--- src/rtl/bcd_arb_pkg.sv ---
// Shared types and constants for the BCD converter arbiter.
package bcd_arb_pkg;

  typedef enum logic [1:0] {
    IDLE    = 2'd0,
    ISSUE   = 2'd1,
    WAIT    = 2'd2,
    CAPTURE = 2'd3
  } arb_state_e;

  localparam int VAL_W_DEF = 14;
  localparam int BCD_W     = 16;
  localparam int MAX_BCD   = 9999;

endpackage

--- src/rtl/rr_priority_picker.sv ---
// Round-robin picker: first set request strictly after ptr_i, wrapping.
module rr_priority_picker
  import bcd_arb_pkg::*;
#(
  parameter  int NREQ  = 3,
  localparam int IDX_W = $clog2(NREQ)
) (
  input  logic [NREQ-1:0]  req_i,
  input  logic [IDX_W-1:0] ptr_i,
  output logic             valid_o,
  output logic [IDX_W-1:0] idx_o
);

  logic [IDX_W-1:0] j;

  // Scan farthest-first so the nearest candidate after ptr_i wins.
  always_comb begin
    valid_o = 1'b0;
    idx_o   = '0;
    j       = '0;
    for (int k = NREQ; k >= 1; k--) begin
      j = IDX_W'((int'(ptr_i) + k) % NREQ);
      if (req_i[j]) begin
        valid_o = 1'b1;
        idx_o   = j;
      end
    end
  end

endmodule

--- src/rtl/bcd_convert_arbiter.sv ---
// Round-robin sharing of one binary-to-BCD converter between NREQ sources.
// Define CLAMP_9999_EN to saturate requested values at 9999 before conversion.
module bcd_convert_arbiter
  import bcd_arb_pkg::*;
#(
  parameter int NREQ    = 3,
  parameter int VAL_W   = VAL_W_DEF,
  parameter int TIMEOUT = 64
) (
  input  logic                  clk,
  input  logic                  reset,
  input  logic [NREQ-1:0]       req,
  input  logic [NREQ*VAL_W-1:0] req_val,
  output logic [NREQ-1:0]       ack,
  output logic [NREQ*BCD_W-1:0] result,
  output logic                  busy,
  output logic                  timeout_err,
  output logic                  conv_start,
  output logic [VAL_W-1:0]      conv_val,
  input  logic [BCD_W-1:0]      conv_bcd,
  input  logic                  conv_done
);

  localparam int IDX_W = $clog2(NREQ);
  localparam int WD_W  = $clog2(TIMEOUT) + 1;

  arb_state_e                   state_q;
  logic [IDX_W-1:0]             ptr_q, g_q;
  logic [WD_W-1:0]              wd_q;
  logic [NREQ-1:0]              ack_q;
  logic [NREQ-1:0][BCD_W-1:0]   result_q;
  logic                         conv_start_q, terr_q, busy_q;
  logic [VAL_W-1:0]             conv_val_q;

  logic [NREQ-1:0][VAL_W-1:0]   req_vec;
  logic [VAL_W-1:0]             sel_val, lat_val;
  logic                         pick_vld;
  logic [IDX_W-1:0]             pick_idx;

  assign req_vec = req_val;

  // A requester whose ack is showing this cycle is not yet allowed back in.
  rr_priority_picker #(.NREQ(NREQ)) u_pick (
    .req_i   (req & ~ack_q),
    .ptr_i   (ptr_q),
    .valid_o (pick_vld),
    .idx_o   (pick_idx)
  );

  assign sel_val = req_vec[pick_idx];

`ifdef CLAMP_9999_EN
  assign lat_val = (sel_val > VAL_W'(MAX_BCD)) ? VAL_W'(MAX_BCD) : sel_val;
`else
  assign lat_val = sel_val;
`endif

  always_ff @(posedge clk or posedge reset) begin
    if (reset) begin
      state_q      <= IDLE;
      ptr_q        <= IDX_W'(NREQ-1);
      g_q          <= '0;
      wd_q         <= '0;
      ack_q        <= '0;
      result_q     <= '0;
      conv_start_q <= 1'b0;
      conv_val_q   <= '0;
      terr_q       <= 1'b0;
      busy_q       <= 1'b0;
    end else begin
      ack_q        <= '0;
      conv_start_q <= 1'b0;
      terr_q       <= 1'b0;
      case (state_q)
        IDLE: begin
          if (pick_vld) begin
            g_q          <= pick_idx;
            conv_val_q   <= lat_val;
            conv_start_q <= 1'b1;
            busy_q       <= 1'b1;
            state_q      <= ISSUE;
          end
        end
        ISSUE: begin
          wd_q    <= '0;
          state_q <= WAIT;
        end
        WAIT: begin
          // Digits are taken while conv_done is present so result and ack appear together.
          if (conv_done) begin
            result_q[g_q] <= conv_bcd;
            ack_q[g_q]    <= 1'b1;
            state_q       <= CAPTURE;
          end else if (wd_q == WD_W'(TIMEOUT-2)) begin
            terr_q     <= 1'b1;
            ack_q[g_q] <= 1'b1;
            ptr_q      <= g_q;
            busy_q     <= 1'b0;
            state_q    <= IDLE;
          end else begin
            wd_q <= wd_q + 1'b1;
          end
        end
        CAPTURE: begin
          ptr_q   <= g_q;
          busy_q  <= 1'b0;
          state_q <= IDLE;
        end
        default: begin
          busy_q  <= 1'b0;
          state_q <= IDLE;
        end
      endcase
    end
  end

  assign ack         = ack_q;
  assign result      = result_q;
  assign busy        = busy_q;
  assign timeout_err = terr_q;
  assign conv_start  = conv_start_q;
  assign conv_val    = conv_val_q;

endmodule

--- config.mk ---
export PLATFORM = sky130hd
export DESIGN_NAME = bcd_convert_arbiter
export DESIGN_NICKNAME = d
export VERILOG_FILES = /design/src/rtl/bcd_arb_pkg.sv /design/src/rtl/rr_priority_picker.sv /design/src/rtl/bcd_convert_arbiter.sv
export SDC_FILE = /design/constraint.sdc
export NUM_CORES = 1
export LEC_CHECK = 0
export ABC_AREA = 1
export BUFFER_PORTS_ARGS = -buffer_cell sky130_fd_sc_hd__buf_2
export CAP_MARGIN = 20
export CORE_ASPECT_RATIO = 0.9
export CORE_MARGIN = 4
export CORE_UTILIZATION = 45
export CTS_CLUSTER_DIAMETER = 80
export DETAILED_ROUTE_END_ITERATION = 8
export PLACE_DENSITY = 0.82
export SYNTH_ARGS = -nofsm -noshare
export SYNTH_HDL_FRONTEND = slang
export SYNTH_SLANG_ARGS = --single-unit
--- constraint.sdc ---
create_clock -name clk -period 2 [get_ports clk]
set_input_delay 0.1 -clock clk [delete_from_list [all_inputs] [get_ports clk]]
set_output_delay 0.1 -clock clk [all_outputs]
set_load 0.1 [all_outputs]
==> flow_metrics.py, run 1 <==
metrics = {
    "yosys": {
        "ys_ff_latch": 81,
        "synth_top_cell_area_share_pct": 52.53,
        "netlist-cell-type-count": 31,
        "synth_top_cell_by_area": "dfrtp_1",
        "synthesis.area_mm2": 0.003811,
        "synth.net_count": 500,
        "ys_seq_area_share_pct": 53.22,
        "avgSynthCellArea_um2": 8.822,
        "syn_inst": 432,
        "netlist_top_cells_area": "dfrtp_1 53%, nand2_1 7.7%, inv_1 5.3%, a21oi_1 4.7%, nor2_1 4.5%",
        "yosys_warnings": 0,
    },
    "global_routing": {
        "grt_pass1_wl_mm": 16.32,
        "overflow": 0,
        "grt_usage_pct": 20.16,
        "grt_pass1_vias": 3513,
        "grt_antenna_before_repair": 0,
        "grt_max_degree": 41,
    },
    "place": {
        "dp_hpwl_mm": 7.170,
        "gp_congestion": 0.9263,
        "numPlacedInstances": 659,
        "io_buffers": 131,
        "dp_slack_ns": -0.05652,
    },
    "die": {
        "dieArea_mm2": 0.01001,
        "fp-row-count": 31,
        "die-height_um": 95.31,
        "die-width_um": 105.0,
        "coreArea_mm2": 0.008145,
        "num_io_pins": 132,
        "start_util_pct": 46.79,
    },
    "clock_tree": {
        "h-tree-depth": 3,
        "cts.path.max_buffers": 2,
        "clk_pin_slew_ns": 0.09,
        "cts_tree": "done",
        "cts-buffers-inserted": 9,
        "root_buffer": "clkbuf_8",
        "clk_latency_ns": 0.35,
        "cts_sinks": 81,
    },
    "route": {
        "routed_wirelength_mm": 10.01,
        "drt_iter0_drc": 144,
        "drc_errors": 0,
        "vias": 3430,
        "vias_per_cell": 5.000,
        "drt_pass1_iterations": 4,
        "ant_nets": 0,
        "wire_per_inst_um": 14.59,
    },
    "cells_and_area": {
        "areaGrowthSynthToFinish_pct": 31.06,
        "fill_cells": 678,
        "multi_input_area_mm2": 0.001506,
        "drive_gt1_share_pct": 36.80,
        "num_antenna_cells": 0,
        "final_core_util_pct": 61.32,
        "instances_no_fill": 686,
        "final_nets": 650,
        "regArea_mm2": 0.002032,
    },
    "timing": {
        "timing.hold.ws_ns": 0.01174,
        "period_share_pct": 95.56,
        "drv_slew": 0,
        "worst_pin_slew_ns": 0.6939,
        "fin_ws_ns": 0.08889,
        "fmax_mhz": 523.3,
        "fin_skew_ns": 0.01331,
        "finalSetupViolCount": 0,
        "hold_viol_final": 0,
        "min_period_ns": 1.911,
        "slew_headroom_pct": 53.64,
    },
    "worst_setup_path": {
        "critical_path_class": "reg2reg",
        "startpoint_type": "register",
        "r2r_end": "conv_val[6]",
        "reg2reg_setup_slack_ns": 0.09,
        "worstPathMaxFanout": 7,
        "reg2reg_from": "ptr_q[0]",
        "rr_worst_depth": 13,
        "worstPathArrival_ns": 2.14,
        "critPathRequiredTime_ns": 2.23,
        "end_kind": "register",
    },
    "min_path": {
        "hold_start": "conv_bcd[5]",
        "hold_class": "in2reg",
        "hold_end": "result[37]",
        "hold_depth": 3,
    },
    "status": {
        "status": "finished clean",
    },
    "job": {
        "cap_violations": 0,
    },
}
==> per-layer routing <==
metal,wire length (µm),share of wire (%),track usage (%)
met3,820,8.2,6.635
met2,4758,48,33.87
met1,4242,42,24.91
met4,190,1.9,6.339
met5,0,0,0
==> final cells by class <==
| type | instances | share of cell area (%) |
|---|---|---|
| tap | 99 | 2.480 |
| clock buffer | 11 | 2.630 |
| timing repair buffer | 153 | 17.86 |
| inverter | 62 | 4.935 |
| multi-input combinational | 275 | 30.16 |
| clock inverter | 5 | 1.253 |
| sequential | 81 | 40.68 |
==> per-stage QoR <==
| stage | TNS [ns] | instance area (µm²) |
|---|---|---|
| floorplan | 0 | 3819 |
| global placement | 0 | 4613 |
| detailed placement | -0.2879 | 4613 |
| CTS | 0 | 4906 |
| global route | -0.1497 | 4995 |
| finish | 0 | 4995 |
==> timing repair <==
item / CTS / global route
setup buffers: 2 / 2
gates resized for setup: 4 / 14
hold buffers: 6 / 0
pin swaps: 1 / 5
hold endpoints to repair: 32 / 0
setup endpoints to repair: 14 / 16
cloned: 0 / 1
==> cells by family (layout without fill, tap and decap cells) <==
logic type | after synthesis | count (layout) | synth area share [%]
xor+xnor | 4 | 4 | 0.9194
compound gates | 90 | 90 | 14.51
fa+ha+maj | 4 | 4 | 1.313
simple gates | 177 | 177 | 21.11
buf+inv | 76 | 231 | 8.930
flops | 81 | 81 | 53.22
==> registers in the layout, summed over array words and instances, names as in the netlist <==
register     cells
result          48
conv_val        14
wd_q             7
ack              3
g_q              2
ptr_q            2
state_q          2
busy             1
conv_start       1
timeout_err      1
==> placed cells by master (no fill, tap or decap), drive strengths merged, types with 2 or more instances in the layout <==
master	Yosys	final
nor3	8	8
o31ai	3	3
clkbuf	3	13
o21ai	22	22
inv	62	63
buf	11	145
ha	4	4
dlygate4sd3	0	6
nor4	2	2
a21oi	50	50
clkinvlp	0	3
nor2	55	55
dfrtp	80	80
o211ai	8	8
o21a	6	6
xor2	3	3
nand3	24	24
nand2	87	87
==> synth_stat cells <==
cell and instances:
a21oi_1 36, a21oi_2 14, a31oi_2 1, buf_2 3, buf_4 3, buf_6 5
clkbuf_1 3, dfrtp_1 80, dfstp_2 1, ha_1 4, inv_1 54, inv_2 7
inv_4 1, nand2_1 78, nand2_2 6, nand2_4 3, nand3_1 23, nand3_2 1
nand3b_1 1, nor2_1 46, nor2_2 6, nor2_4 3, nor3_1 7, nor3_4 1
nor4_1 2, o211ai_1 8, o21a_1 6, o21ai_0 22, o31ai_1 3, xnor2_1 1
xor2_1 3
==> critical path: stages, from the launching register on <==
cell and delay [ns]:
dfrtp_1 0.42, inv_1 0.10, ha_4 0.30, inv_4 0.05, nand2_1 0.08, nand3_2 0.12, nand2_4 0.12, nor2_2 0.04
nand2_2 0.07, nand2_4 0.10, buf_12 0.16, nand2_1 0.05, o21a_1 0.13, nand2_1 0.06
==> worst max-delay path by stage <==
| stage | end | depth (start not counted) | from | slack [ns] |
|---|---|---|---|---|
| after floorplan | conv_val[4] | 12 | ptr_q[1] | 0.16 |
| after global placement | conv_val[5] | 11 | ptr_q[1] | 0.10 |
| after detailed placement | conv_val[6] | 11 | ptr_q[1] | -0.06 |
| after CTS | conv_val[6] | 12 | ptr_q[1] | 0.007 |
| after global routing | conv_val[5] | 13 | ptr_q[0] | -0.05 |
| final | conv_val[6] | 13 | ptr_q[0] | 0.09 |
Power of run 1 is not shown: default switching activity piles up to over one toggle a cycle in this logic, so the estimate is an artifact.
==> run 2: changes to the inputs <==
Settings changed: ABC_AREA 1 to not set.
==> run 2 against run 1 <==
Effect of this change:
- the flow now finishes with violations (negative setup slack)
- first-iteration DRC count grew 20%
- count of clock-buffer cells in the layout shrank 2
- global-route usage grew 1.2 points
- via count shrank 1.1%
==> flow_metrics.py, run 2 <==
metrics = {
    "status": {
        "status": "complete, but fails checks",
        "violations": "negative setup slack",
    },
    "worst_setup_path": {
        "worstPathMaxFanout": 8,
        "end_kind": "register",
        "critical_path_class": "reg2reg",
        "startpoint_type": "register",
        "reg2reg_setup_slack_ns": -0.21,
        "critPathRequiredTime_ns": 2.24,
        "worstPathArrival_ns": 2.45,
    },
    "die": {
        "coreArea_mm2": 0.008145,
        "dieArea_mm2": 0.009990,
        "die-width_um": 104.9,
        "num_io_pins": 132,
        "start_util_pct": 46.70,
        "die-height_um": 95.22,
        "fp-row-count": 31,
    },
    "clock_tree": {
        "h-tree-depth": 3,
        "clk_latency_ns": 0.36,
        "clk_pin_slew_ns": 0.09,
        "root_buffer": "clkbuf_8",
        "cts_sinks": 81,
        "cts.path.max_buffers": 2,
        "cts_tree": "done",
        "cts-buffers-inserted": 9,
    },
    "yosys": {
        "synth_top_family_by_area": "multiplexers",
        "ys_seq_area_share_pct": 53.32,
        "synthTopCellsByCount": "80 x dfrtp_1, 64 x mux2_2, 20 x clkbuf_1",
        "synth_xor_area_share_pct": 1.151,
        "synth.most_common_cell": "dfrtp_1",
        "synth_top_cell_by_area": "dfrtp_1",
        "netlist-cell-type-count": 40,
        "muxShareOfSynthArea_pct": 19.47,
        "syn_inst": 305,
        "netlist_top_cells_area": "dfrtp_1 53%, mux2_2 19%, o2111ai_1 3.2%, o41ai_1 3.2%, nor4_1 2.6%",
        "synth.net_count": 373,
        "synth_top_cell_area_share_pct": 52.63,
        "synthArstFlopShare_pct": 100.0,
        "synthesis.area_mm2": 0.003804,
        "yosys.area_share.adder_pct": 1.875,
        "synth_simple_gate_area_share_pct": 8.882,
        "synth_flop_cell": "dfrtp_1",
        "yosys_warnings": 0,
        "avgSynthCellArea_um2": 12.47,
        "ys_ff_latch": 81,
        "synth-compound-area-share_pct": 11.84,
        "synth-edff-count": 0,
    },
    "timing": {
        "finalSetupViolCount": 16,
        "drv_slew": 0,
        "slew_headroom_pct": 66.54,
        "hold_viol_final": 0,
        "rsz0062_at_grt": "yes",
        "timing.hold.ws_ns": 0.01792,
        "worst_pin_slew_ns": 0.5053,
        "period_share_pct": 110.3,
        "fin_skew_ns": 0.006741,
        "min_period_ns": 2.206,
        "fmax_mhz": 453.3,
        "fin_ws_ns": -0.2059,
    },
    "cells_and_area": {
        "drive_gt1_share_pct": 60.45,
        "fill_cells": 544,
        "final_common_cell": "buf_2",
        "final_nets": 551,
        "final_cell_mix": "131 x buf_2, 77 x dfrtp_1, 56 x mux2_2, 34 x buf_4",
        "largest_reg_flops": 48,
        "areaGrowthSynthToFinish_pct": 45.56,
    },
    "global_routing": {
        "grt_pass1_vias": 3449,
        "grt_max_degree": 45,
        "overflow": 0,
        "grt_pass1_wl_mm": 17.06,
        "grt_usage_pct": 21.37,
        "grt_antenna_before_repair": 0,
    },
    "route": {
        "drc_errors": 0,
        "vias_per_cell": 5.769,
        "vias": 3392,
        "drt_pass1_iterations": 4,
        "routed_wirelength_mm": 11.32,
        "ant_nets": 0,
        "drt_iter0_drc": 173,
        "wire_per_inst_um": 19.25,
    },
    "job": {
        "cap_violations": 0,
    },
    "place": {
        "gp_congestion": 0.9722,
        "dp_hpwl_mm": 7.459,
        "io_buffers": 131,
    },
    "min_path": {
        "hold_class": "in2reg",
    },
}
==> run 2: cell count changes after synthesis, moves of 16 or more <==
| cell | delta |
|---|---|
| a21oi_1 | -36 |
| clkbuf_1 | +17 |
| inv_1 | -46 |
| mux2_2 | +64 |
| nand2_1 | -75 |
| nand3_1 | -16 |
| nor2_1 | -38 |
| o21ai_0 | -17 |
==> run 2: critical path, stage by stage, from the launching register on <==
cell	delay, ns
dfstp_2	0.57
ha_4	0.20
and2_4	0.14
o21a_1	0.24
buf_6	0.17
o41ai_2	0.34
a31oi_1	0.15
mux2_4	0.28
==> run 2: per-layer routing <==
layer  global-route usage [%]  up-vias  share of wire (%)
met2                    37.18      180                 50
met4                    6.995        0                2.5
met3                    7.109       37                8.0
met1                    25.22     1650                 39
li1                         -     1525                  -
met5                        0        -                  0
==> run 2: cell type report <==
class                           count  area [µm²]  area share [%]
Antenna cell                        1       2.502         0.04520
Clock buffer                        9       123.9           2.237
Clock inverter                      7       61.31           1.107
Inverter                            8       33.78          0.6102
Multi-Input combinational cell    192        1958           35.37
Sequential cell                    81        2032           36.70
Tap cell                           99       123.9           2.237
Timing Repair Buffer              191        1201           21.69
==> run 2: metrics by stage <==
| step | setup WS (ns) | utilization (%) | area (µm²) | setup TNS, ns | cells |
|---|---|---|---|---|---|
| final | -0.2059 | 67.97 | 5537 | -2.670 | 588 |
| after global routing | -0.3416 | 67.94 | 5534 | -4.031 | 587 |
| after CTS | -0.1788 | 64.84 | 5281 | -2.443 | 585 |
| after detailed placement | -0.1859 | 59.83 | 4873 | -2.517 | 552 |
| after global placement | -0.1542 | 59.83 | 4873 | -1.698 | 552 |
| after floorplan | -0.4893 | - | 3840 | -6.977 | 305 |
==> run 2: path summary, 6_finish.rpt <==
path	start	to	depth (start not counted)
max	ptr_q[1]	conv_val[13]	7
min	conv_bcd[5]	result[37]	2
max reg2reg	ptr_q[1]	conv_val[13]	7
min reg2reg	busy	busy	1
max in group asynchronous	reset	result[9]	4
min in group asynchronous	reset	wd_q[6]	3
==> run 2: cells by family (layout without fill, tap and decap cells) <==
family,count (synthesis),in the layout
AND/OR/NAND/NOR,58,58
XOR/XNOR,5,5
multiplexers,66,66
AO/OA/AOI/OAI,57,57
adder cells (fa/ha/maj),6,6
other,0,1
buffers and inverters,32,215
flip-flops,81,81
==> run 2: repair_timing <==
| action | CTS | global route |
|---|---|---|
| pin swaps | 0 | 15 |
| setup buffers | 1 | 2 |
| endpoints found under the hold margin | 51 | 0 |
| endpoints found under the setup margin | 17 | 18 |
| hold buffers | 16 | 0 |
| gates resized for setup | 9 | 34 |
Power of run 2 is left out for the same reason.
